**src/rtl/laser_rate_meter_if.sv**
```systemverilog
// rtl/laser_rate_meter_if.sv - laser trigger input and rate result bundle
interface laser_rate_meter_if;
  logic        LaserIn;
  logic        Clear;
  logic [31:0] LaserRate;
  logic        RateValid;
  logic        Overflow;
  logic        NoSignal;
  logic        Stable;

  modport master (
    output LaserIn, Clear,
    input  LaserRate, RateValid, Overflow, NoSignal, Stable
  );

  modport slave (
    input  LaserIn, Clear,
    output LaserRate, RateValid, Overflow, NoSignal, Stable
  );
endinterface

```
**src/rtl/laser_rate_meter.sv**
```systemverilog
// rtl/laser_rate_meter.sv - gated laser pulse counter with glitch filter and stability flag
module laser_rate_meter #(
  parameter int GATE_CYCLES = 50000000,
  parameter int FILTER_LEN  = 3,
  parameter int CNT_W       = 32,
  parameter int TOL         = 1
) (
  input  logic              Clk,
  input  logic              Rst,
  laser_rate_meter_if.slave bus
);

  localparam int GATE_W    = (GATE_CYCLES > 1) ? $clog2(GATE_CYCLES) : 1;
  localparam int FILT_W    = (FILTER_LEN > 1) ? $clog2(FILTER_LEN) : 1;
  localparam int FLUSH_LEN = FILTER_LEN + 2;
  localparam int FLUSH_W   = $clog2(FLUSH_LEN);
  localparam int CW1       = CNT_W + 1;

  localparam logic [GATE_W-1:0]  GATE_LAST  = GATE_W'(GATE_CYCLES - 1);
  localparam logic [FILT_W-1:0]  FILT_LAST  = FILT_W'(FILTER_LEN - 1);
  localparam logic [FLUSH_W-1:0] FLUSH_LAST = FLUSH_W'(FLUSH_LEN - 1);
  localparam logic [CNT_W:0]     TOL_EXT    = CW1'(TOL);

  typedef enum logic {FLUSH, MEASURE} state_t;

  logic               sync_1, sync_2;
  logic               level, edge_stb;
  logic [FILT_W-1:0]  filt_cnt;

  state_t             state;
  logic [FLUSH_W-1:0] flush_cnt;
  logic [GATE_W-1:0]  gate_cnt;
  logic [CNT_W-1:0]   edge_cnt, rate_q;
  logic               ovf_flag, win_seen;
  logic               valid_q, overflow_q, no_signal_q, stable_q;

  logic [CNT_W-1:0]   cnt_next;
  logic               ovf_next;
  logic [CNT_W:0]     diff, abs_diff;

  // Two-flop synchronizer for the asynchronous trigger input
  always_ff @(posedge Clk) begin
    if (Rst) begin
      sync_1 <= 1'b0;
      sync_2 <= 1'b0;
    end else begin
      sync_1 <= bus.LaserIn;
      sync_2 <= sync_1;
    end
  end

  // Level flips only after FILTER_LEN consecutive disagreeing samples; rising flip emits the edge strobe
  always_ff @(posedge Clk) begin
    if (Rst) begin
      level    <= 1'b0;
      filt_cnt <= '0;
      edge_stb <= 1'b0;
    end else begin
      edge_stb <= 1'b0;
      if (sync_2 == level) begin
        filt_cnt <= '0;
      end else if (filt_cnt == FILT_LAST) begin
        level    <= sync_2;
        filt_cnt <= '0;
        edge_stb <= sync_2;
      end else begin
        filt_cnt <= filt_cnt + 1'b1;
      end
    end
  end

  // Edge count including this cycle's strobe, and its distance from the last published result
  always_comb begin
    cnt_next = edge_cnt;
    ovf_next = ovf_flag;
    if (edge_stb) begin
      if (&edge_cnt) ovf_next = 1'b1;
      else           cnt_next = edge_cnt + 1'b1;
    end
    diff     = {1'b0, cnt_next} - {1'b0, rate_q};
    abs_diff = diff[CNT_W] ? (~diff + 1'b1) : diff;
  end

  // FLUSH lets the filter settle after reset/Clear; MEASURE runs back-to-back gate windows
  always_ff @(posedge Clk) begin
    if (Rst) begin
      state       <= FLUSH;
      flush_cnt   <= '0;
      gate_cnt    <= '0;
      edge_cnt    <= '0;
      ovf_flag    <= 1'b0;
      win_seen    <= 1'b0;
      rate_q      <= '0;
      valid_q     <= 1'b0;
      overflow_q  <= 1'b0;
      no_signal_q <= 1'b1;
      stable_q    <= 1'b0;
    end else if (bus.Clear) begin
      state     <= FLUSH;
      flush_cnt <= '0;
      gate_cnt  <= '0;
      edge_cnt  <= '0;
      ovf_flag  <= 1'b0;
      win_seen  <= 1'b0;
      valid_q   <= 1'b0;
      stable_q  <= 1'b0;
    end else begin
      valid_q <= 1'b0;
      case (state)
        FLUSH: begin
          gate_cnt <= '0;
          if (flush_cnt == FLUSH_LAST) begin
            state     <= MEASURE;
            flush_cnt <= '0;
          end else begin
            flush_cnt <= flush_cnt + 1'b1;
          end
        end
        MEASURE: begin
          if (gate_cnt == GATE_LAST) begin
            gate_cnt    <= '0;
            rate_q      <= cnt_next;
            overflow_q  <= ovf_next;
            no_signal_q <= (cnt_next == '0);
            valid_q     <= 1'b1;
            stable_q    <= win_seen && (abs_diff <= TOL_EXT);
            win_seen    <= 1'b1;
            edge_cnt    <= '0;
            ovf_flag    <= 1'b0;
          end else begin
            gate_cnt <= gate_cnt + 1'b1;
            edge_cnt <= cnt_next;
            ovf_flag <= ovf_next;
          end
        end
        default: state <= FLUSH;
      endcase
    end
  end

  assign bus.LaserRate = 32'(rate_q);
  assign bus.RateValid = valid_q;
  assign bus.Overflow  = overflow_q;
  assign bus.NoSignal  = no_signal_q;
  assign bus.Stable    = stable_q;

endmodule

```
**src/flat_wrapper.sv**
```systemverilog
// flat-port wrapper written by rule: the top's interface ports become plain ports
module laser_rate_meter_flat 
#(
  parameter int GATE_CYCLES = 50000000,
  parameter int FILTER_LEN  = 3,
  parameter int CNT_W       = 32,
  parameter int TOL         = 1
)
  (Clk, Rst, bus_LaserIn, bus_Clear, bus_LaserRate, bus_RateValid, bus_Overflow, bus_NoSignal, bus_Stable);
  laser_rate_meter_if bus_i ();
  input  logic Clk;
  input  logic Rst;
  input wire logic [$bits(bus_i.LaserIn)-1:0] bus_LaserIn;
  input wire logic [$bits(bus_i.Clear)-1:0] bus_Clear;
  output wire logic [$bits(bus_i.LaserRate)-1:0] bus_LaserRate;
  output wire logic [$bits(bus_i.RateValid)-1:0] bus_RateValid;
  output wire logic [$bits(bus_i.Overflow)-1:0] bus_Overflow;
  output wire logic [$bits(bus_i.NoSignal)-1:0] bus_NoSignal;
  output wire logic [$bits(bus_i.Stable)-1:0] bus_Stable;
  assign bus_i.LaserIn = bus_LaserIn;
  assign bus_i.Clear = bus_Clear;
  assign bus_LaserRate = bus_i.LaserRate;
  assign bus_RateValid = bus_i.RateValid;
  assign bus_Overflow = bus_i.Overflow;
  assign bus_NoSignal = bus_i.NoSignal;
  assign bus_Stable = bus_i.Stable;
  laser_rate_meter #(.GATE_CYCLES(GATE_CYCLES), .FILTER_LEN(FILTER_LEN), .CNT_W(CNT_W), .TOL(TOL)) u_core (.Clk(Clk), .Rst(Rst), .bus(bus_i));
endmodule
```
**config.mk**
```make
export PLATFORM = sky130hd
export DESIGN_NAME = laser_rate_meter_flat
export DESIGN_NICKNAME = d
export VERILOG_FILES = /design/src/rtl/laser_rate_meter_if.sv /design/src/rtl/laser_rate_meter.sv /design/src/flat_wrapper.sv
export SDC_FILE = /design/constraint.sdc
export NUM_CORES = 1
export LEC_CHECK = 0
export ABC_AREA = 1
export BUFFER_PORTS_ARGS = -buffer_cell sky130_fd_sc_hd__buf_2
export CELL_PAD_IN_SITES_DETAIL_PLACEMENT = 1
export CELL_PAD_IN_SITES_GLOBAL_PLACEMENT = 1
export CORE_MARGIN = 10
export CORE_UTILIZATION = 25
export CTS_BUF_LIST = sky130_fd_sc_hd__clkbuf_2
export DETAILED_ROUTE_END_ITERATION = 6
export GPL_TIMING_DRIVEN = 0
export HOLD_SLACK_MARGIN = 0.1
export PLACE_DENSITY_LB_ADDON = 0.2
export SKIP_CTS_REPAIR_TIMING = 1
export SLEW_MARGIN = 30
export SYNTH_ARGS = -nofsm -noshare
export SYNTH_HDL_FRONTEND = slang
export SYNTH_SLANG_ARGS = --single-unit
```
**constraint.sdc**
```tcl
create_clock -name Clk -period 4 [get_ports Clk]
set_input_delay 0.4 -clock Clk [delete_from_list [all_inputs] [get_ports Clk]]
set_output_delay 0.4 -clock Clk [all_outputs]
set_load 0.01 [all_outputs]
```
* Yosys cells after proc, flatten, opt, wreduce, memory -nomap -nowiden *
Index checks and enable logic that the tools add are counted.

word-level totals
  register bits = 106
  output and inout bits = 36
  word-level logic and storage cells = 55

operators by class
  add/sub/neg operators = 6
  $lt $le $gt $ge = 1
  eq/ne operators = 4
  mux-type cells = 13
  bitwise logic cells = 5
  reductions and logical operators = 10

operators with widths
  operator                 count
  $mux W32                 3
  $pmux W26 S2             1
  $add A33 B1 Y33 const B  1
  $le A33 B1 Y1 const B    1
  $mux W33                 1
  $not A33 Y33             1
  $sub A32 B32 Y33         1
  $add A32 B1 Y32 const B  1
  $logic_not A32 Y1        1
  $reduce_and A32 Y1       1
  $add A26 B1 Y26 const B  1
  $eq A26 B26 Y1 const B   1
  $mux W26                 1
  $reduce_or A3 Y1         3
  $mux W1                  6
  $not A1 Y1               4
  $reduce_and A2 Y1        2
  $add A3 B1 Y3 const B    1
  $eq A3 B3 Y1 const B     1
  $mux W3                  1
  $reduce_and A3 Y1        1
  $add A2 B1 Y2 const B    1
  $eq A2 B2 Y1 const B     1
  $reduce_or A2 Y1         1
  2 further kinds          2

* Depth between registers and ports, before layout *
  depth in word-level cells = 9
  gate-level depth with buffers = 37
  depth with buffers taken out = 37

* Worst setup path before layout *
No wires, ideal clock.

  path kind = register -> register
  from = reg u_core.edge_cnt[0]
  to = reg u_core.stable_q (netlist: u_core.bus.Stable)
  library setup time = 0.059 ns
  arrival time = 3.911 ns
  data required time = 3.941 ns
  path slack = 0.031 ns
  cell stages (with the launch flop) = 32
  path buffers = 1
  period minus slack after synthesis = 3.969 ns
  cells stage by stage = dfxtp_1 -> ha_1 -> nand2_1 -> nor2_1 -> nand2_1 -> nor2_1 -> nand2_1 -> nand2_1 -> buf_2 -> xor2_1 -> ha_1 -> inv_1 -> fa_1 -> nand3_1 -> nand3_2 -> nand2_1 -> nand2_2 -> nand2_1 -> nand2_1 -> nand2_1 -> nand2_1 -> nor2_1 -> nand3_4 -> o21ai_4 -> nand3_1 -> nand2_1 -> nand2_1 -> nor2_1 -> nand2_1 -> nor2_1 -> nand3_1 -> nand2_1

between the ends
  cells in the longest elaborated chain, start to end = 9
  elaborated cells between the ends (all ways) = 10

RTL lines
  element                                                       line                                            RTL
  start, declared                                               laser_rate_meter.sv:33                          logic [CNT_W-1:0] edge_cnt, rate_q;
  start signal, assigned                                        laser_rate_meter.sv:132                         edge_cnt <= cnt_next;
  $add A32 B1 Y32 / $reduce_and A32 Y1 (equally long branches)  laser_rate_meter.sv:78, laser_rate_meter.sv:77
  $mux W32                                                      laser_rate_meter.sv:77                          if (&edge_cnt) ovf_next = 1'b1;
  $mux W32 (*)                                                  laser_rate_meter.sv:76                          if (edge_stb) begin
  $sub A32 B32 Y33 (*)                                          laser_rate_meter.sv:80                          diff = {1'b0, cnt_next} - {1'b0, rate_q};
  $not A33 Y33                                                  laser_rate_meter.sv:81                          abs_diff = diff[CNT_W] ? (~diff + 1'b1) : diff;
  $add A33 B1 Y33                                               laser_rate_meter.sv:81
  $mux W33 (*)                                                  laser_rate_meter.sv:81
  $le A33 B1 Y1 (*)                                             laser_rate_meter.sv:126                         stable_q <= win_seen && (abs_diff <= TOL_EXT);
  $logic_and A1 B1 Y1 (*)                                       laser_rate_meter.sv:126
  end signal, assigned                                          laser_rate_meter.sv:126
  end, declared                                                 laser_rate_meter.sv:35                          logic valid_q, overflow_q, no_signal_q, stable_q;

Mark *: on every way between the ends. The rest lies on a longest branch, timed or not.
A chain may end at the register's enable or synchronous reset.

* Final worst setup path *
  from = reg u_core.edge_cnt[3]
  to = reg u_core.stable_q (netlist: u_core.bus.Stable)

Same word-level chain as after synthesis.

==> flow_summary.ini <==
[outcome]
status = finished with violations
failed_checks = negative setup slack

[route]
drc_errors = 0
dr.pass1.iters = 7
vias = 9929
ant_nets = 0
drt_wl_total_um = 35040
wl_per_cell_um = 16.39
via_per_inst = 4.644
drt-initial-drc-count = 332

[worst_setup_path]
crit_slowest_cell = dfxtp_4
critPathKind = register to register
critPathLaunchType = register
endpoint_kind = register
reg2reg_slack_ns = -0.60
arrival_ns = 5.21
crit_end = u_core.bus.Stable$_SDFFE_PP0P_
cp.required_ns = 4.61
cp_slowest_stage_delay_ns = 0.47
reg2reg_to = u_core.bus.Stable$_SDFFE_PP0P_
worstSetupStartpoint = u_core.edge_cnt[3]$_SDFFE_PP0P_
r2r_start = u_core.edge_cnt[3]$_SDFFE_PP0P_
reg2regPathDepth = 30
crit_path_max_fanout = 7

[timing]
tightestPinTransition_ns = 0.8319
post-route-period-util_pct = 115.1
tns_ns = -0.6031
max_freq_mhz = 217.2
maxSlewHeadroom_pct = 44.33
layout_setup_ws_ns = -0.6031
period_needed_ns = 4.603
setup_viol = 1
grt_setup_unrepaired = yes
fin_skew_ns = 0.09369
holdWs_ns = 0.1270
drv_slew = 0
hold_viol_final = 0

[placement]
place.gp.congestion = 0.8615
dpl.hpwl_um = 26480
dp.cells = 2019
placed_cell_area_mm2 = 0.009622
pre_cts_slack_ns = -1.652
port_buffers = 38

[global_route]
use_met1_pct = 17.85
grt_max_degree = 17
use_met3_pct = 0.9885
antenna_found_initial = 1
grt.busiest_layer = met2
grt_remaining_overflow = 0
grt_pass1_wl_um = 50720
grt_pass1_vias = 9584
grt_util_met2_pct = 25.69
track_usage_pct = 14.14

[finish]
layout_common_cells = 362 x nand2_1, 272 x inv_1, 101 x nor2_1
post-route-util_pct = 35.32
layoutNonFillerInstCount = 2138
multi_input_area_mm2 = 0.007079
syn_to_final_growth_pct = 38.70
final_common_cell = nand2_1
final-seq-area_mm2 = 0.002188
fillCellCount = 4441
drive_gt1_share_pct = 29.49
finish.instance_area_mm2 = 0.01229
nets = 1721

[cts]
clk-insertion-delay-late_ns = 0.71
clock-sinks = 106
tritoncts = built
clockBufferDepth = 2
cts-htree-levels = 3
cts-root-buf = clkbuf_2
clk_pin_slew_ns = 0.38
cts_buffers = 9

[floorplanning]
pin_count = 40
dieArea_mm2 = 0.04338
coreArea_mm2 = 0.03480
die_w_um = 208.3
num_rows = 68
start_util_pct = 25.47
die_y_um = 208.3

[power_and_ir_drop]
total_power_mw = 1.617
power.leakage_nw = 6.319
ir_worst_vdd_uv = 128.8
power_density_mw_per_mm2 = 131.5

[logic_synthesis]
synth_cell_types = 46
syn-num-nets = 1569
synth.avg_cell_area_um2 = 5.808
synth-seq-cells = 106
ys_seq_area_share_pct = 23.94
yosys_warnings = 0
syn_area_mm2 = 0.008862
syn_inst = 1526

[run]
maxCapViolCount = 0

[min_path]
hold_class = input port to register
cells in the mapped netlist, drive strengths merged:
cell,n,area (µm²)
a211oi,3,22.52
a21oi,63,319.1
a311oi,1,8.760
a31o,2,17.52
a31oi,1,6.260
and2,4,25.02
and3,3,18.77
buf,8,43.78
clkbuf,19,71.32
dfxtp,106,2122
fa,1,20.02
ha,38,475.5
inv,304,1141
nand2,460,1767
nand3,113,615.6
nand3b,3,22.52
nand4,33,206.5
nor2,166,680.6
nor3,37,185.2
nor3b,13,97.59
nor4,8,50.05
o2111a,1,11.26
o211ai,1,7.510
o21a,1,7.510
o21ai,62,329.1
o21bai,2,15.01
o22ai,21,131.4
o311ai,1,8.760
o31ai,3,22.52
o32ai,1,8.760
or2,2,12.51
or4,2,15.01
xnor2,3,26.28
xor2,40,350.3
registers in the layout (all words and copies together), names as in the netlist:
signal,count
u_core.edge_stb,1
u_core.state,1
u_core.gate_cnt,26
u_core.bus.NoSignal,1
u_core.filt_cnt,2
u_core.flush_cnt,3
u_core.bus.Stable,1
u_core.bus.RateValid,1
u_core.level,1
u_core.sync_1,1
u_core.win_seen,1
u_core.bus.Overflow,1
u_core.bus.LaserRate,32
u_core.edge_cnt,32
u_core.sync_2,1
u_core.ovf_flag,1
layer usage:
layer	share of wire, %	routed length, µm
met5	0	0
met4	1.6	576
met3	1.5	532
met2	52	18050
met1	45	15880
how the worst min path moves through the flow:
stage / cells past startpoint / from / slack (ns) / to
after floorplan: 2 / u_core.sync_1$_SDFF_PP0_ / 0.39 / u_core.sync_2$_SDFF_PP0_
after global placement: 2 / u_core.sync_1$_SDFF_PP0_ / 0.39 / u_core.sync_2$_SDFF_PP0_
after detailed placement: 2 / u_core.sync_1$_SDFF_PP0_ / 0.40 / u_core.sync_2$_SDFF_PP0_
after CTS: 3 / bus_LaserIn / -0.09 / u_core.sync_1$_SDFF_PP0_
after global routing: 4 / bus_Clear / 0.15 / u_core.flush_cnt[0]$_SDFFE_PP0N_
final: 4 / bus_Clear / 0.13 / u_core.flush_cnt[0]$_SDFFE_PP0N_
report_power, final:
part	leakage, nW	switching, mW	internal, mW
clock	0.0678	0.391	0.142
combinational	5.38	0.0219	0.00687
sequential	0.871	0.00115	1.05
total	6.32	0.414	1.20
critical path, delay by kind of cell, from the launching register on:
kind                     cells  cell delay, ns
buffers and inverters        3            0.38
adder cells (fa/ha/maj)      2            0.64
XOR/XNOR                     1            0.26
flip-flops                   1            0.47
AO/OA/AOI/OAI                1            0.26
AND/OR/NAND/NOR             23            2.45
cells by family (layout without fill, tap and decap cells):
family                     Yosys count  count (layout)  share of synthesized area [%]
and+or+nand+nor                    844             844                          41.71
AOI/OAI and AO/OA                  163             163                          10.33
xor gates and xnor gates            43              43                          4.250
DFF                                106             106                          23.94
adders and majority gates           39              39                          5.591
other                                0               1                              0
buffers and inverters              331             487                          14.17
final cells by class:
| type | instances | share of cell area, % |
|---|---|---|
| inverter | 304 | 9.436 |
| tap | 455 | 4.632 |
| buffer | 27 | 1.303 |
| sequential | 106 | 17.80 |
| clock inverter | 5 | 0.4581 |
| multi-input combinational | 1089 | 57.59 |
| timing repair buffer | 141 | 8.347 |
| antenna | 1 | 0.02036 |
| clock buffer | 10 | 0.4072 |
Note: power is estimated with default switching activity, not from simulation.
